`src/rtl/uart_hex_streamer.sv`:
```
// Captures NUM_CH probe words on each trigger rising edge into a sample FIFO and streams
// each sample as one ASCII hex text line, char by char, over a pipelined Wishbone master.
module uart_hex_streamer #(
    parameter int              NUM_CH      = 2,
    parameter int              PROBE_WIDTH = 16,
    parameter int              FIFO_DEPTH  = 8,
    parameter int              ADDR_W      = 4,
    parameter int              DATA_W      = 32,
    parameter logic [7:0]      SEP_CHAR    = 8'h20,
    parameter bit              EOL_LF      = 1'b1,
    parameter bit              POLL_STATUS = 1'b1,
    parameter logic [ADDR_W-1:0] TX_ADDR   = 4'h4,
    parameter logic [ADDR_W-1:0] STAT_ADDR = 4'h8
) (
    input  logic                              wb_clk_i,
    input  logic                              wb_rst_i,
    input  logic [NUM_CH*PROBE_WIDTH-1:0]     probe_i,
    input  logic                              trig_i,
    output logic                              wb_cyc_o,
    output logic                              wb_stb_o,
    output logic                              wb_we_o,
    output logic [ADDR_W-1:0]                 wb_addr_o,
    output logic [DATA_W-1:0]                 wb_data_o,
    input  logic                              wb_stall_i,
    input  logic [DATA_W-1:0]                 wb_data_i,
    input  logic                              wb_ack_i,
    output logic                              busy_o,
    output logic [$clog2(FIFO_DEPTH):0]       fifo_level_o,
    output logic [15:0]                       drop_cnt_o
);

    localparam int NIB   = PROBE_WIDTH / 4;
    localparam int SW    = NUM_CH * PROBE_WIDTH;
    localparam int PTR_W = $clog2(FIFO_DEPTH);
    localparam int LVL_W = PTR_W + 1;
    localparam int CH_W  = $clog2(NUM_CH + 1);
    localparam int NIB_W = $clog2(NIB + 1);

    localparam logic [LVL_W-1:0] FULL_LVL = LVL_W'(FIFO_DEPTH);
    localparam logic [CH_W-1:0]  LAST_CH  = CH_W'(NUM_CH - 1);
    localparam logic [CH_W-1:0]  TERM_CH  = CH_W'(NUM_CH);
    localparam logic [NIB_W-1:0] LAST_NIB = NIB_W'(NIB - 1);
    localparam logic [NIB_W-1:0] SEP_NIB  = NIB_W'(NIB);

    localparam logic [2:0] S_IDLE       = 3'd0;
    localparam logic [2:0] S_POLL       = 3'd1;
    localparam logic [2:0] S_POLL_WAIT  = 3'd2;
    localparam logic [2:0] S_WRITE      = 3'd3;
    localparam logic [2:0] S_WRITE_WAIT = 3'd4;
    localparam logic [2:0] S_GAP        = 3'd5;

    function automatic logic [7:0] hex_char(input logic [3:0] nib);
        if (nib < 4'd10) begin
            hex_char = 8'h30 + {4'h0, nib};
        end else begin
            hex_char = 8'h37 + {4'h0, nib};
        end
    endfunction

    logic [SW-1:0]          r_mem [FIFO_DEPTH];
    logic [PTR_W-1:0]       r_wr_ptr;
    logic [PTR_W-1:0]       r_rd_ptr;
    logic [LVL_W-1:0]       r_level;
    logic [15:0]            r_drop;
    logic                   r_trig_q;
    logic [2:0]             r_state;
    logic                   r_gap_wr;
    logic [CH_W-1:0]        r_ch;
    logic [NIB_W-1:0]       r_nib;
    logic                   r_cyc;
    logic                   r_stb;
    logic                   r_we;
    logic [ADDR_W-1:0]      r_addr;
    logic [DATA_W-1:0]      r_data;
    logic                   r_busy;

    logic                   w_rise;
    logic                   w_full;
    logic                   w_push;
    logic                   w_pop;
    logic                   w_adv;
    logic                   w_last;
    logic [LVL_W-1:0]       w_level_nx;
    logic [SW-1:0]          w_head;
    logic [PROBE_WIDTH-1:0] w_word;
    logic [3:0]             w_nibble;
    logic [7:0]             w_char;
    logic [CH_W-1:0]        w_ch_nx;
    logic [NIB_W-1:0]       w_nib_nx;
    logic [2:0]             w_state_nx;
    logic                   w_gap_wr_nx;
    logic                   w_cyc_nx;
    logic                   w_stb_nx;
    logic                   w_we_nx;
    logic [ADDR_W-1:0]      w_addr_nx;
    logic [DATA_W-1:0]      w_data_nx;
    logic                   w_unused_data;

    assign w_rise        = trig_i & ~r_trig_q;
    assign w_full        = (r_level == FULL_LVL);
    assign w_push        = w_rise & ~w_full;
    assign w_head        = r_mem[r_rd_ptr];
    assign w_unused_data = ^{wb_data_i[DATA_W-1:4], wb_data_i[2:0]};

    // Pick the current head-sample channel and digit as OR-masked selects.
    always_comb begin
        w_word   = {PROBE_WIDTH{1'b0}};
        w_nibble = 4'h0;
        for (int k = 0; k < NUM_CH; k++) begin
            w_word = w_word | (w_head[k*PROBE_WIDTH +: PROBE_WIDTH] & {PROBE_WIDTH{r_ch == CH_W'(k)}});
        end
        for (int j = 0; j < NIB; j++) begin
            w_nibble = w_nibble | (w_word[(NIB-1-j)*4 +: 4] & {4{r_nib == NIB_W'(j)}});
        end
    end

    // Character at the current position; r_ch == NUM_CH marks the line terminator.
    always_comb begin
        if (r_ch == TERM_CH) begin
            w_char = (r_nib == NIB_W'(0)) ? 8'h0D : 8'h0A;
        end else if (r_nib == SEP_NIB) begin
            w_char = SEP_CHAR;
        end else begin
            w_char = hex_char(w_nibble);
        end
        w_last = (r_ch == TERM_CH) && (EOL_LF ? (r_nib == NIB_W'(1)) : (r_nib == NIB_W'(0)));
    end

    // Position advance: digits, then separator (except after the last channel), then CR/LF.
    always_comb begin
        w_ch_nx  = r_ch;
        w_nib_nx = r_nib;
        if (!w_adv) begin
            w_ch_nx  = r_ch;
        end else if (w_last) begin
            w_ch_nx  = CH_W'(0);
            w_nib_nx = NIB_W'(0);
        end else if (r_ch == TERM_CH) begin
            w_nib_nx = NIB_W'(1);
        end else if (r_nib == SEP_NIB) begin
            w_ch_nx  = r_ch + CH_W'(1);
            w_nib_nx = NIB_W'(0);
        end else if (r_nib == LAST_NIB) begin
            if (r_ch == LAST_CH) begin
                w_ch_nx  = TERM_CH;
                w_nib_nx = NIB_W'(0);
            end else begin
                w_nib_nx = SEP_NIB;
            end
        end else begin
            w_nib_nx = r_nib + NIB_W'(1);
        end
    end

    // Bus sequencer; GAP guarantees cyc low for one cycle between back-to-back transfers.
    always_comb begin
        w_state_nx  = r_state;
        w_gap_wr_nx = r_gap_wr;
        w_pop       = 1'b0;
        w_adv       = 1'b0;
        case (r_state)
            S_IDLE: begin
                if (r_level != {LVL_W{1'b0}}) begin
                    w_state_nx = POLL_STATUS ? S_POLL : S_WRITE;
                end else begin
                    w_state_nx = S_IDLE;
                end
            end
            S_POLL: begin
                w_state_nx = wb_stall_i ? S_POLL : S_POLL_WAIT;
            end
            S_POLL_WAIT: begin
                if (wb_ack_i) begin
                    w_state_nx  = S_GAP;
                    w_gap_wr_nx = ~wb_data_i[3];
                end else begin
                    w_state_nx  = S_POLL_WAIT;
                end
            end
            S_WRITE: begin
                w_state_nx = wb_stall_i ? S_WRITE : S_WRITE_WAIT;
            end
            S_WRITE_WAIT: begin
                if (wb_ack_i) begin
                    w_adv = 1'b1;
                    if (w_last) begin
                        w_pop      = 1'b1;
                        w_state_nx = S_IDLE;
                    end else begin
                        w_state_nx  = S_GAP;
                        w_gap_wr_nx = ~POLL_STATUS;
                    end
                end else begin
                    w_state_nx = S_WRITE_WAIT;
                end
            end
            S_GAP: begin
                w_state_nx = r_gap_wr ? S_WRITE : S_POLL;
            end
            default: begin
                w_state_nx = S_IDLE;
            end
        endcase
    end

    // Bus outputs decoded from the next state so they leave the block registered.
    always_comb begin
        w_cyc_nx  = 1'b0;
        w_stb_nx  = 1'b0;
        w_we_nx   = 1'b0;
        w_addr_nx = {ADDR_W{1'b0}};
        w_data_nx = {DATA_W{1'b0}};
        case (w_state_nx)
            S_POLL: begin
                w_cyc_nx  = 1'b1;
                w_stb_nx  = 1'b1;
                w_addr_nx = STAT_ADDR;
            end
            S_POLL_WAIT: begin
                w_cyc_nx  = 1'b1;
                w_addr_nx = STAT_ADDR;
            end
            S_WRITE: begin
                w_cyc_nx  = 1'b1;
                w_stb_nx  = 1'b1;
                w_we_nx   = 1'b1;
                w_addr_nx = TX_ADDR;
                w_data_nx = {{(DATA_W-8){1'b0}}, w_char};
            end
            S_WRITE_WAIT: begin
                w_cyc_nx  = 1'b1;
                w_we_nx   = 1'b1;
                w_addr_nx = TX_ADDR;
                w_data_nx = {{(DATA_W-8){1'b0}}, w_char};
            end
            default: begin
                w_cyc_nx  = 1'b0;
            end
        endcase
    end

    // FIFO occupancy after this cycle's push/pop.
    always_comb begin
        case ({w_push, w_pop})
            2'b10:   w_level_nx = r_level + LVL_W'(1);
            2'b01:   w_level_nx = r_level - LVL_W'(1);
            default: w_level_nx = r_level;
        endcase
    end

    // Sample storage (data only, pointers carry the valid state).
    always_ff @(posedge wb_clk_i) begin
        if (w_push) begin
            r_mem[r_wr_ptr] <= probe_i;
        end
    end

    // Control state, counters and registered outputs.
    always_ff @(posedge wb_clk_i) begin
        if (wb_rst_i) begin
            r_wr_ptr <= {PTR_W{1'b0}};
            r_rd_ptr <= {PTR_W{1'b0}};
            r_level  <= {LVL_W{1'b0}};
            r_drop   <= 16'h0000;
            r_trig_q <= 1'b0;
            r_state  <= S_IDLE;
            r_gap_wr <= 1'b0;
            r_ch     <= {CH_W{1'b0}};
            r_nib    <= {NIB_W{1'b0}};
            r_cyc    <= 1'b0;
            r_stb    <= 1'b0;
            r_we     <= 1'b0;
            r_addr   <= {ADDR_W{1'b0}};
            r_data   <= {DATA_W{1'b0}};
            r_busy   <= 1'b0;
        end else begin
            r_trig_q <= trig_i;
            r_wr_ptr <= w_push ? r_wr_ptr + PTR_W'(1) : r_wr_ptr;
            r_rd_ptr <= w_pop ? r_rd_ptr + PTR_W'(1) : r_rd_ptr;
            r_level  <= w_level_nx;
            r_drop   <= (w_rise && w_full && (r_drop != 16'hFFFF)) ? r_drop + 16'd1 : r_drop;
            r_state  <= w_state_nx;
            r_gap_wr <= w_gap_wr_nx;
            r_ch     <= w_ch_nx;
            r_nib    <= w_nib_nx;
            r_cyc    <= w_cyc_nx;
            r_stb    <= w_stb_nx;
            r_we     <= w_we_nx;
            r_addr   <= w_addr_nx;
            r_data   <= w_data_nx;
            r_busy   <= (w_state_nx != S_IDLE) || (w_level_nx != {LVL_W{1'b0}});
        end
    end

    assign wb_cyc_o     = r_cyc;
    assign wb_stb_o     = r_stb;
    assign wb_we_o      = r_we;
    assign wb_addr_o    = r_addr;
    assign wb_data_o    = r_data;
    assign busy_o       = r_busy;
    assign fifo_level_o = r_level;
    assign drop_cnt_o   = r_drop;

endmodule
```
`config.mk`:
```
export PLATFORM = sky130hd
export DESIGN_NAME = uart_hex_streamer
export DESIGN_NICKNAME = d
export VERILOG_FILES = /design/src/rtl/uart_hex_streamer.sv
export SDC_FILE = /design/constraint.sdc
export NUM_CORES = 1
export LEC_CHECK = 0
export CELL_PAD_IN_SITES_DETAIL_PLACEMENT = 2
export CELL_PAD_IN_SITES_GLOBAL_PLACEMENT = 2
export CORE_UTILIZATION = 38
export DETAILED_ROUTE_END_ITERATION = 8
export GPL_ROUTABILITY_DRIVEN = 0
export GPL_TIMING_DRIVEN = 0
export PLACE_DENSITY = 0.8
export RECOVER_POWER = 25
export SYNTH_ARGS = -nofsm -noshare
export SYNTH_HDL_FRONTEND = slang
export SYNTH_SLANG_ARGS = --single-unit
```
`constraint.sdc`:
```
create_clock -name wb_clk_i -period 3.6 [get_ports wb_clk_i]
set_input_delay 0.36 -clock wb_clk_i [delete_from_list [all_inputs] [get_ports wb_clk_i]]
set_output_delay 0.36 -clock wb_clk_i [all_outputs]
set_load 0.05 [all_outputs]
```
== After elaboration in Yosys (flattened, before gate mapping) ==
Memory sizes are Yosys's and may differ from the RTL's. A register that Yosys moved wholly into a read port is not among the register bits.
Index checks and enable logic that the tools add are counted.

* $add $sub $neg: 9
* Order comparisons: 1
* Eq/ne operators: 23
* Multiplexer cells: 40
* Bitwise gates (word level): 16
* Reduce and logical (&&, ||, !) cells: 20

{| class="wikitable"
|+ Operators with widths
! cell !! count
|-
| $mux 3 || 12
|-
| $and 16x16->16 || 2
|-
| $mux 7 || 3
|-
| $eq 3x2->1 const B || 6
|-
| $pmux 3 s6 || 1
|-
| $add 16x1->16 const B || 1
|-
| $and 4x4->4 || 4
|-
| $ne 16x16->1 const B || 1
|-
| $or 16x16->16 || 1
|-
| $pmux 4 s2 || 2
|-
| $add 6x4->7 const A || 2
|-
| $mux 1 || 14
|-
| $mux 2 || 7
|-
| $eq 3x3->1 const B || 4
|-
| $or 4x4->4 || 3
|-
| $add 3x1->3 const B || 3
|-
| $eq 3x1->1 const B || 3
|-
| $reduce_bool 3->1 || 3
|-
| $ne 2x2->1 const B || 4
|-
| $reduce_and 4->1 || 2
|-
| $reduce_bool 4->1 || 2
|-
| $reduce_or 2->1 || 4
|-
| $logic_not 3->1 || 2
|-
| $add 4x1->4 const B || 1
|-
| 14 further kinds || 22
|}

* Bits in registers: 76
* Memory bits (writable): 256
* Input port bits: 69
* Output and inout bits: 60
* Word-level logic and storage cells: 126
* Memories: 1

{| class="wikitable"
|+ Memories
! memory !! words !! width !! read ports !! clocked after Yosys merged registers in !! write ports !! line !! source
|-
| r_mem || 8 || 32 || 1 || 1 || 1 || 60 || <nowiki>logic [SW-1:0] r_mem [FIFO_DEPTH];</nowiki>
|}

== Logic depth before layout (Yosys ltp) ==
* Depth in word-level cells: 11
* Gate-level depth with buffers: 15
* Gate-level depth less buffers: 14

== Worst setup path after synthesis ==
OpenSTA, ideal clock, no wires.

* Path kind: register to register
* Start point: reg r_level[0], in the netlist fifo_level_o[0]
* End point: mem r_mem[0][0] (netlist bit) (enable)
* Setup time: 0.461 ns
* Arrival: 3.873 ns
* Data required time: 3.139 ns
* Setup slack: -0.734 ns
* Stages on the path, launching flop included: 6
* Path buffers: 1
* Period minus slack after synthesis: 4.334 ns
* Cell sequence: dfxtp_1 -> clkbuf_1 -> nor3_1 -> a21boi_0 -> nand2b_1 -> nor3_1

* Longest elaborated chain between the ends: 5

{| class="wikitable"
|+ RTL lines
! item !! line !! source
|-
| from (decl) || 63 || <nowiki>logic [LVL_W-1:0] r_level;</nowiki>
|-
| from (signal assigned) || 263 || <nowiki>r_level <= {LVL_W{1'b0}};</nowiki>
|-
| from (signal assigned) || 280 || <nowiki>r_level <= w_level_nx;</nowiki>
|-
| $eq 4x4->1 || 100 || <nowiki>assign w_full = (r_level == FULL_LVL);</nowiki>
|-
| $not 1->1 || 101 || <nowiki>assign w_push = w_rise & ~w_full;</nowiki>
|-
| $and 1x1->1 || 101 ||
|-
| $mux 1 || 253 || <nowiki>if (w_push) begin</nowiki>
|-
| $mux 1 (not written as such) || 254 || <nowiki>r_mem[r_wr_ptr] <= probe_i;</nowiki>
|-
| to (decl) || 60 ||
|}

Every way passes these cells.

==> impl_metrics.env <==
export IMPL_status="complete, no violations"
export IMPL_pre_cts_slack_ns=-0.378
export IMPL_dr_pass1_iters=5
export IMPL_synthCells=743
export IMPL_worst_clock_skew_ns=0.0209
export IMPL_hp_start="trig_i"
export IMPL_grt_max_degree=26
export IMPL_max_freq_mhz=290
export IMPL_synthFlopType="edfxtp_1"
export IMPL_synth_cell_types=61
export IMPL_leakagePower_nw=5.06
export IMPL_yosys_warnings=0
export IMPL_holdPathEnd="r_trig_q"
export IMPL_use_met3_pct=3.86
export IMPL_total_power_mw=8.10
export IMPL_grtUsageMet1_pct=26.0
export IMPL_gr_total_overflow=0
export IMPL_grt_pass1_wl_um=51100
export IMPL_ff2ff_path_depth=11
export IMPL_viasPerCell=5.29
export IMPL_hold_class="primary input to register"
export IMPL_yosys_register_bits=307
export IMPL_clock_latency_ns=0.53
export IMPL_hold_depth=2
export IMPL_netlist_area_sq_um=12600
export IMPL_slew_headroom_pct=53.1
export IMPL_required_ns=4.05
export IMPL_ir_drop_mv=0.424
export IMPL_cts_path_max_buffers=3
export IMPL_fill_cells=3066
export IMPL_post_route_period_util_pct=95.7
export IMPL_maxCapViolCount=0
export IMPL_drc=0
export IMPL_die_h_um=184
export IMPL_final_nets=973
export IMPL_fin_setup_tns_ns=0
export IMPL_grt_pass1_vias=7910
export IMPL_start_kind="register"
export IMPL_antennaDiodeCount=0
export IMPL_numCtsBuffers=36
export IMPL_place_hpwl_um=22200
export IMPL_use_met2_pct=37.2
export IMPL_start_util_pct=38.7
export IMPL_grtUsageTotal_pct=20.9
export IMPL_crit_arrival_ns=3.90
export IMPL_finalSetupViolCount=0
export IMPL_ys_seq_area_share_pct=69.2
export IMPL_rsz0062_at_grt="true"
export IMPL_clk_pin_slew_ns=0.05
export IMPL_wl_per_cell_um=24.8
export IMPL_drive_gt1_share_pct=20.2
export IMPL_core_area_sq_um=32500
export IMPL_area_growth_pct=22.4
export IMPL_h_tree_depth=2
export IMPL_grt_busiest_layer="met2"
export IMPL_synth_edf_count=256
export IMPL_final_antenna_net_count=0
export IMPL_crit_type="register to register"
export IMPL_num_io_pins=129
export IMPL_antenna_found_initial=0
export IMPL_r2r_slack_ns=0.15
export IMPL_synthArstFlopShare_pct=0
export IMPL_netlist_top_cells_area="edfxtp_1, mux4_2, dfxtp_1"
export IMPL_avgSynthCellArea_sq_um=16.9
export IMPL_end_kind="register"
export IMPL_rr_endpoint="wb_data_o[2]"
export IMPL_drt_iter0_drc=565
export IMPL_period_minus_slack_ns=3.45
export IMPL_tightest_slew_ns=0.703
export IMPL_hold_viol_final=0
export IMPL_finalWirelength_um=33700
export IMPL_p_per_area_nw_per_um2=526
export IMPL_rows=66
export IMPL_vias=7185
export IMPL_drv_slew=0
export IMPL_critPathMaxFanout=10
export IMPL_post_synth_top_area_fraction_pct=61.1
export IMPL_worst_slack_ns=0.154
export IMPL_cts_root_buf="clkbuf_16"
export IMPL_synth_most_common_cell="edfxtp_1"
export IMPL_clkSinkCount=307
export IMPL_dieArea_sq_um=33800
export IMPL_cts_tree="built"
export IMPL_fp_dieW_um=184
export IMPL_synth_common_cells="edfxtp_1, mux4_2, dfxtp_1"
export IMPL_port_buffers=70
export IMPL_synth_top_area_cell="edfxtp_1"
==> state kept, by name, summed over array words and instances, names as in the netlist, 2 cells and up, named ones only <==
signal and flops:
wb_addr_o 2, r_mem 256, r_ch 2, wb_data_o 7, r_wr_ptr 3, r_rd_ptr 3, r_nib 3, drop_cnt_o 16
r_state 3, fifo_level_o 4
==> final cells by class <==
type	instances	area, sq um	area share [%]
sequential	307	8710	56.5
multi-input combinational	392	3620	23.5
clock buffer	48	967	6.28
timing repair buffer	83	928	6.03
tap	442	553	3.59
buffer	61	414	2.69
clock inverter	16	180	1.17
inverter	9	33.8	0.219
==> worst max-delay path by stage <==
stage	start	end	slack, ns
6_report	register	wb_data_o[2]	0.15
5_1_grt	register	wb_data_o[2]	-0.03
4_1_cts	register	wb_data_o[2]	0.09
3_5_place_dp	register	wb_data_o[2]	-0.38
3_3_place_gp	trig_i	r_mem[3][11]	-1.66
2_1_floorplan	fifo_level_o[0]	r_mem[4][0]	0.12
==> critical path: stages (launching register included) <==
cell	delay, ns
dfxtp_1	0.31
buf_4	0.21
clkbuf_2	0.35
clkbuf_1	0.59
mux4_2	0.40
mux2i_1	0.20
o22ai_1	0.16
nor4_4	0.25
ha_1	0.26
inv_1	0.04
or4b_1	0.51
nand3b_1	0.09
==> cells in the final DEF, fill, tap and decap left out, types with 22 or more instances in the layout <==
master,netlist,layout
a21oi_1,22,22
buf_4,29,33
clkbuf_1,16,26
clkbuf_16,0,37
clkdlybuf4s50_1,0,51
conb_1,1,27
dfxtp_1,51,51
edfxtp_1,256,256
mux2i_1,30,29
mux4_2,59,59
nand2_1,27,27
nor2_1,44,37
==> where the power goes <==
group / internal (mW) / switching (mW) / total, mW
Combinational: 0.187 / 0.339 / 0.525
Sequential: 3.92 / 0.0302 / 3.95
Clock: 2.17 / 1.44 / 3.62
==> metal layers <==
metal  up-vias  wire length (um)
li1       3150                 -
met1      3768             13800
met4         0               645
met2       217             17600
met3        50              1590
met5         -                 0
==> metrics by stage <==
step	cells	hold slack (ns)	utilization [%]	area, sq um
3_5_place_dp	1291	0.484	43.7	14200
3_3_place_gp	1281	0.462	42.9	13900
6_report	1358	0.445	47.3	15400
5_1_grt	1358	0.453	47.3	15400
2_1_floorplan	769	0.439	-	12700
4_1_cts	1355	0.439	47.2	15400
==> logic make-up (layout without fill, tap and decap cells) <==
kind of cell               after synthesis  after routing  synth area share (%)
AOI/OAI and AO/OA                       68             68                  3.55
xor gates and xnor gates                21             21                  1.46
adders and majority gates               14             14                  1.39
buffers and inverters                   70            217                  3.52
DFF                                    307            307                  69.2
muxes                                   92             92                  13.5
other                                    1             27                0.0298
and+or+nand+nor                        170            170                  7.38
==> repair_timing <==
action	4_1_cts	5_1_grt
setup endpoints to repair	3	10
gates resized for setup	4	3
pin swaps	0	1
hold buffers	0	0
gates cloned	0	0
setup buffers	0	3
(Power assumes the default switching activity.)
